===== config.mk =====
export PLATFORM = sky130hd
export DESIGN_NAME = wide_add_sequencer
export DESIGN_NICKNAME = d
export VERILOG_FILES = /design/src/rtl/wide_add_sequencer.sv
export SDC_FILE = /design/constraint.sdc
export NUM_CORES = 1
export LEC_CHECK = 0
export CAP_MARGIN = 20
export CORE_MARGIN = 4
export CORE_UTILIZATION = 34
export DETAILED_ROUTE_END_ITERATION = 10
export GPL_ROUTABILITY_DRIVEN = 0
export PLACE_DENSITY = 0.65
export SLEW_MARGIN = 20
export SYNTH_ARGS = -nofsm -noshare
export SYNTH_HDL_FRONTEND = slang
export SYNTH_SLANG_ARGS = --single-unit

===== constraint.sdc =====
create_clock -name Clk -period 15.9 [get_ports Clk]
set_input_delay 3.18 -clock Clk [delete_from_list [all_inputs] [get_ports Clk]]
set_output_delay 3.18 -clock Clk [all_outputs]
set_load 0.02 [all_outputs]

===== src/rtl/wide_add_sequencer.sv =====
// Word-serial wide adder/subtractor: one 32-bit carry-lookahead slice per cycle,
// with the carry chained through a register and results published on completion.
module wide_add_sequencer #(
  parameter int NWORDS = 4
) (
  input  logic                   Clk,
  input  logic                   Rst_N,
  input  logic                   Start,
  input  logic                   Sub,
  input  logic                   Abort,
  input  logic [32*NWORDS-1:0]   A_In,
  input  logic [32*NWORDS-1:0]   B_In,
  output logic                   Busy,
  output logic                   Done,
  output logic [32*NWORDS-1:0]   Sum,
  output logic                   C_Out,
  output logic                   Ovf
);

  localparam int W  = 32 * NWORDS;
  localparam int IW = $clog2(NWORDS);
  localparam logic [IW-1:0] LAST = IW'(NWORDS - 1);

  typedef enum logic [1:0] {
    S_IDLE = 2'd0,
    S_RUN  = 2'd1,
    S_DONE = 2'd2
  } state_t;

  state_t          r_state;
  logic [W-1:0]    r_a;
  logic [W-1:0]    r_b;
  logic            r_sub;
  logic [IW-1:0]   r_idx;
  logic            r_carry;
  // Only the lower words are parked here; the top word goes straight to Sum.
  logic [W-33:0]   r_part;

  logic [31:0]     w_a_word;
  logic [31:0]     w_b_word;
  logic [33:0]     w_add;
  logic [W-1:0]    w_final;
  logic            w_last;

  // Returns {carry into bit 31, carry out, sum} for one 32-bit slice.
  function automatic logic [33:0] cla32(input logic [31:0] a, input logic [31:0] b,
                                        input logic cin);
    logic [31:0] p;
    logic [31:0] g;
    logic [32:0] c;
    p    = a ^ b;
    g    = a & b;
    c    = 33'd0;
    c[0] = cin;
    for (int i = 0; i < 32; i++) begin
      c[i+1] = g[i] | (p[i] & c[i]);
    end
    return {c[31], c[32], p ^ c[31:0]};
  endfunction

  // Current word slice and its add result.
  always_comb begin
    w_a_word = r_a[r_idx*32 +: 32];
    w_b_word = r_b[r_idx*32 +: 32] ^ {32{r_sub}};
    w_add    = cla32(w_a_word, w_b_word, r_carry);
    w_final  = {w_add[31:0], r_part};
    w_last   = (r_idx == LAST);
  end

  // Sequencer state, operand latches, carry chain and published results.
  always_ff @(posedge Clk or negedge Rst_N) begin
    if (!Rst_N) begin
      r_state <= S_IDLE;
      r_a     <= '0;
      r_b     <= '0;
      r_sub   <= 1'b0;
      r_idx   <= '0;
      r_carry <= 1'b0;
      r_part  <= '0;
      Busy    <= 1'b0;
      Done    <= 1'b0;
      Sum     <= '0;
      C_Out   <= 1'b0;
      Ovf     <= 1'b0;
    end else begin
      case (r_state)
        S_IDLE, S_DONE: begin
          Done <= 1'b0;
          if (Start) begin
            r_a     <= A_In;
            r_b     <= B_In;
            r_sub   <= Sub;
            r_idx   <= '0;
            r_carry <= Sub;
            r_state <= S_RUN;
            Busy    <= 1'b1;
          end else begin
            r_state <= S_IDLE;
            Busy    <= 1'b0;
          end
        end
        S_RUN: begin
          if (Abort) begin
            r_state <= S_IDLE;
            Busy    <= 1'b0;
            Done    <= 1'b0;
          end else if (w_last) begin
            Sum     <= w_final;
            C_Out   <= w_add[32];
            Ovf     <= w_add[33] ^ w_add[32];
            r_state <= S_DONE;
            Busy    <= 1'b0;
            Done    <= 1'b1;
          end else begin
            r_part[r_idx*32 +: 32] <= w_add[31:0];
            r_carry <= w_add[32];
            r_idx   <= r_idx + IW'(1);
            Busy    <= 1'b1;
            Done    <= 1'b0;
          end
        end
        default: begin
          r_state <= S_IDLE;
          Busy    <= 1'b0;
          Done    <= 1'b0;
        end
      endcase
    end
  end

endmodule


== Word-level counts from Yosys, hierarchy flattened ==
Index checks and enable logic that the tools add are counted.
Storage, ports and cells
  bits in registers: 490
  bits in latches: 0
  RAM bits: 0
  bits in read-only memories: 0
  input port bits: 261
  output and inout port bits: 132
  word-level logic and storage cells: 123
  memories: 0
Operators by class
  $add $sub $neg: 2
  $mul: 0
  div/mod/pow operators: 0
  $lt $le $gt $ge: 0
  equality and inequality tests: 7
  shifts and indexed selects: 4
  multiplexer cells: 20
  bitwise operators: 71
  reduce and logical (&&, ||, !) cells: 7
Operators by type and width (count)
  $shiftx A128 B8 Y32: 2
  $bwmux W96: 1
  $shift A32 B34 Y96 const A: 1
  $shiftx A32 B34 Y96: 1
  $xor A32 B32 Y32: 3
  $neg A7 Y34: 1
  $and A1 B1 Y1: 32
  $and A32 B32 Y32: 1
  $or A1 B1 Y1: 32
  $mux W1: 10
  $mux W2: 5
  $pmux W2 S2: 2
  $ne A2 B2 Y1 const B: 3
  $reduce_and A3 Y1: 2
  $eq A2 B2 Y1 const B: 2
  $pmux W1 S2: 2
  $reduce_and A4 Y1: 1
  $ne A3 B3 Y1 const B: 1
  $add A2 B1 Y2 const B: 1
  $eq A2 B1 Y1 const B: 1
  $logic_not A2 Y1: 1
  $not A1 Y1: 2
  $reduce_and A2 Y1: 1
  $reduce_bool A2 Y1: 1
  2 further kinds: 2

== Longest topological paths before layout ==
  word-level depth: 70
  mapped depth: 41
  mapped depth without buffers: 39

== Worst setup path after synthesis ==
Ideal clock, no wire load.
  kind: reg2reg
  start: register r_idx[0]
  end: register r_part[95]
  setup time: 0.064 ns
  arrival time: 13.483 ns
  data required time: 15.836 ns
  setup slack: 2.352 ns
  cell stages (with the launch flop): 41
  buffers on the path: 2
  clock period less this slack: 13.548 ns
  path through: dfrtp_1 -> buf_6 -> buf_12 -> mux4_2 -> xnor2_1 -> fa_1 -> fa_1 -> inv_1 -> fa_1 -> fa_1 -> fa_1 -> fa_1 -> fa_1 -> fa_1 -> fa_1 -> fa_1 -> fa_1 -> fa_1 -> [5 not listed] -> fa_1 -> fa_1 -> fa_1 -> fa_1 -> fa_1 -> fa_1 -> fa_1 -> fa_1 -> fa_1 -> fa_1 -> fa_1 -> fa_1 -> fa_1 -> fa_1 -> inv_1 -> fa_1 -> nor2_1 -> mux2_2
On the way
  longest elaborated chain between the ends: 68
  elaborated cells on any way between the ends: 75
  those cells by class: 1 x add/sub; 1 x eq/ne; 4 x shift; 1 x mux; 67 x bitwise; 1 x reduce/logical
RTL lines
  start: declaration: RTL line 34  | logic [IW-1:0] r_idx;
  start signal: assignment: RTL line 117  | r_idx <= r_idx + IW'(1);
  $shiftx A128 B8 Y32: RTL line 64  | w_b_word = r_b[r_idx*32 +: 32] ^ {32{r_sub}};
  $xor A32 B32 Y32: RTL line 64
  $xor A32 B32 Y32: RTL line 51  | p = a ^ b;
  $and A1 B1 Y1: RTL line 56  | c[i+1] = g[i] | (p[i] & c[i]);
  $or A1 B1 Y1: RTL line 56
  $and A1 B1 Y1: RTL line 56
  $or A1 B1 Y1: RTL line 56
  $and A1 B1 Y1: RTL line 56
  [52 not listed]
  $or A1 B1 Y1: RTL line 56
  $and A1 B1 Y1: RTL line 56
  $or A1 B1 Y1: RTL line 56
  $and A1 B1 Y1: RTL line 56
  $or A1 B1 Y1: RTL line 56
  $xor A32 B32 Y32: RTL line 58  | return {c[31], c[32], p ^ c[31:0]};
  $shiftx A32 B34 Y96: RTL line 115  | r_part[r_idx*32 +: 32] <= w_add[31:0];
  $bwmux W96: RTL line 115
  end signal: indexed assignment: RTL line 115
  end: declaration: RTL line 37  | logic [W-33:0] r_part;
Parallel ways exist; a longest one is shown, timed or not.
A chain may end at the register's enable or synchronous reset.

== Worst setup path in the final report ==
Same ends and word-level chain as after synthesis.

==> impl_metrics.ini <==
[worst_setup_path]
reg2reg_depth = 38
critPathMaxStageDelay_ns = 0.65
cpMaxStageDelayCell = dfrtp_4
path_class = reg2reg
crit_path_start = r_idx[0]
cp_max_fo = 21
cp_data_arrival_time_ns = 15.18
start_kind = flip-flop
cp-end-kind = flip-flop
reg2reg_slack_ns = 1.25
reg2reg_from = r_idx[0]
r2r_end = r_part[95]
cp_data_required_time_ns = 16.42
crit_top_cell = fa_1

[layout]
layout_commonest_cell = dfrtp_1
layout_common_cells = dfrtp_1 (487), clkdlybuf4s50_1 (391), mux2_2 (263)
layout-drive-gt1-share = 0.211
final_nets = 2256
area_delta_synth_final_pct = 28.9

[logic_synthesis]
netlist_area_mm2 = 0.0214
ys_warn_count = 0
synth_top_area_frac = 0.573
synth-xor-area-share = 0.0135
ys_seq_elements = 490
synth-simple-area-share = 0.0707
synth.net_count = 1903
synth_top_family_by_area = multiplexers
synth_seq_area_share = 0.573
synthAdderAreaFrac = 0.0329
syn_inst = 1605
synth_top_cell_by_area = dfrtp_1
synth_cell_type_count = 37
avgSynthCellArea_um2 = 13.3
synthMuxAreaShare = 0.212
synthTopCellsByArea = dfrtp_1 (57%), mux2_2 (14%), mux4_2 (4.3%), o21ai_0 (4.2%), nand2_1 (3.6%)
synth_compound_area_frac = 0.0428

[timing]
maxSlewHeadroom = 0.261
finalHoldViolations = 0
tightest_slew_ns = 1.11
setup_viol = 0
grt_setup_unrepaired = no
period_needed_ns = 14.65
drv_slew = 0
final.setup_skew_ns = 0.0179
fmax_mhz = 68.3
finalCritPeriodShare = 0.921
tns_ns = 0

[floorplanning]
die_w_um = 259
die_h_um = 259
pin_count = 393
core_mm2 = 0.0619
rows = 91
die_area_mm2 = 0.0670
start_util = 0.345

[grt]
grt_pass1_vias = 14651
grt_max_degree = 182
antenna_found_initial = 16
grt.total_usage = 0.172
grt_pass1_wl_um = 89500
overflow = 0

[placed_design]
portBuffers = 392
dp_hpwl_um = 41600

[clock_network]
numCtsBuffers = 53
clkTransAtPathRegs_ns = 0.06
cts_resized = 0
cts_sinks = 490
postCtsSetupBuffers = 0
holdBufCountCts = 0
cts-root-buf = clkbuf_16
h-tree-depth = 2
cts_tree = yes
clk_latency_ns = 0.59
clk_path_buf_depth = 3

[route]
drc = 0
ant_nets = 0
routed_wl_um = 58600
drtIter0Drc = 1018
wl_per_cell_um = 20.6
vias = 13883
firstDrtPassIters = 5
viasPerCell = 4.88

[power_and_ir_drop]
ir_drop_uv = 112
power_mw = 5.50
power.leakage_nw = 11.6
power_density_mw_per_mm2 = 200

[run]
cap_violations = 0

[worst_hold_path]
hold_start = r_part[65]
hold_path_class = reg2reg
whs_endpoint = Sum[65]
hold_path_depth = 2

[status]
status = complete, no violations
-- per-layer routing --
| metal | GRT usage | part of all wire | routed length [um] |
|---|---|---|---|
| met3 | 0.0563 | 0.078 | 4590 |
| met1 | 0.230 | 0.43 | 25000 |
| met5 | 0 | 0.0018 | 105 |
| met2 | 0.277 | 0.47 | 27700 |
| met4 | 0.0381 | 0.020 | 1190 |
-- metrics by stage --
| step | setup WS (ns) | hold slack (ns) | cell area (um^2) | instances | util |
|---|---|---|---|---|---|
| 6_report | 1.25 | 0.464 | 27600 | 2844 | 0.445 |
| 5_1_grt | 0.766 | 0.491 | 27500 | 2838 | 0.445 |
| 2_1_floorplan | 2.35 | 0.432 | 21400 | 1605 | - |
| 4_1_cts | 1.17 | 0.471 | 27500 | 2835 | 0.444 |
| 3_3_place_gp | 1.29 | 0.460 | 25800 | 2739 | 0.416 |
| 3_5_place_dp | 1.21 | 0.462 | 25800 | 2739 | 0.416 |
-- cell usage after synthesis --
| master | instances |
|---|---|
| xor2_1 | 30 |
| mux4_1 | 23 |
| clkbuf_4 | 1 |
| and3b_1 | 1 |
| buf_2 | 43 |
| ha_1 | 5 |
| nand4_1 | 87 |
| or3b_1 | 2 |
| inv_1 | 96 |
| dfrtp_1 | 490 |
| a21oi_1 | 2 |
| nand2b_1 | 1 |
| nand3b_1 | 1 |
| mux4_2 | 41 |
| nand4bb_1 | 1 |
| nor3_1 | 1 |
| inv_2 | 1 |
| nor3b_1 | 3 |
| o21ai_1 | 1 |
| fa_1 | 32 |
| buf_1 | 2 |
| mux2_2 | 263 |
| or2_1 | 1 |
| buf_6 | 38 |
| and2_4 | 3 |
| or2_2 | 1 |
| clkbuf_1 | 21 |
| nor4b_4 | 1 |
| mux2_1 | 3 |
| o21ai_0 | 180 |
| xnor2_1 | 3 |
| buf_4 | 8 |
| nor2b_1 | 1 |
| nand2_1 | 207 |
| buf_12 | 1 |
| nand4b_1 | 1 |
| nor2_1 | 9 |
-- layout make-up --
class	instances	area (um^2)
multi-input combinational	904	7980
clock inverter	20	214
timing repair buffer	412	4130
tap	837	1050
inverter	97	364
clock buffer	76	1540
fill	5649	34400
antenna	8	20.0
sequential	490	12300
-- worst max-delay path: cells and delay by family (launching register included) --
family        cells  cell delay, ns
fa+ha+maj        31           12.45
buf+inv           4            0.62
flops             1            0.65
mux               2            0.70
simple gates      1            0.13
-- worst max-delay path by stage --
stage / to / slack [ns] / cells after the start
2_1_floorplan: r_part[95] / 2.35 / 40
3_3_place_gp: r_part[95] / 1.29 / 38
3_5_place_dp: r_part[95] / 1.21 / 38
4_1_cts: r_part[95] / 1.17 / 38
5_1_grt: r_part[95] / 0.77 / 38
6_report: r_part[95] / 1.25 / 38
-- report_power, final --
group          internal (mW)  switching [mW]  total, mW
Combinational           1.00            1.37       2.38
Clock                  0.735           0.505       1.24
Sequential              1.66           0.219       1.88
-- sequential cells by signal (all words and copies together), names as in the netlist --
signal / flops
Sum: 128
r_a: 128
r_b: 128
r_part: 96
r_idx: 2
r_state: 2
Busy: 1
C_Out: 1
Done: 1
Ovf: 1
r_carry: 1
r_sub: 1
-- cell families (layout without fill, tap and decap cells) --
logic type / after synthesis / after routing
mux: 330 / 330
simple gates: 321 / 321
compound gates: 183 / 183
buf+inv: 211 / 605
other cells: 0 / 8
flops: 490 / 490
fa+ha+maj: 37 / 37
xor+xnor: 33 / 33
No activity file was read; power rests on OpenSTA's default activity.
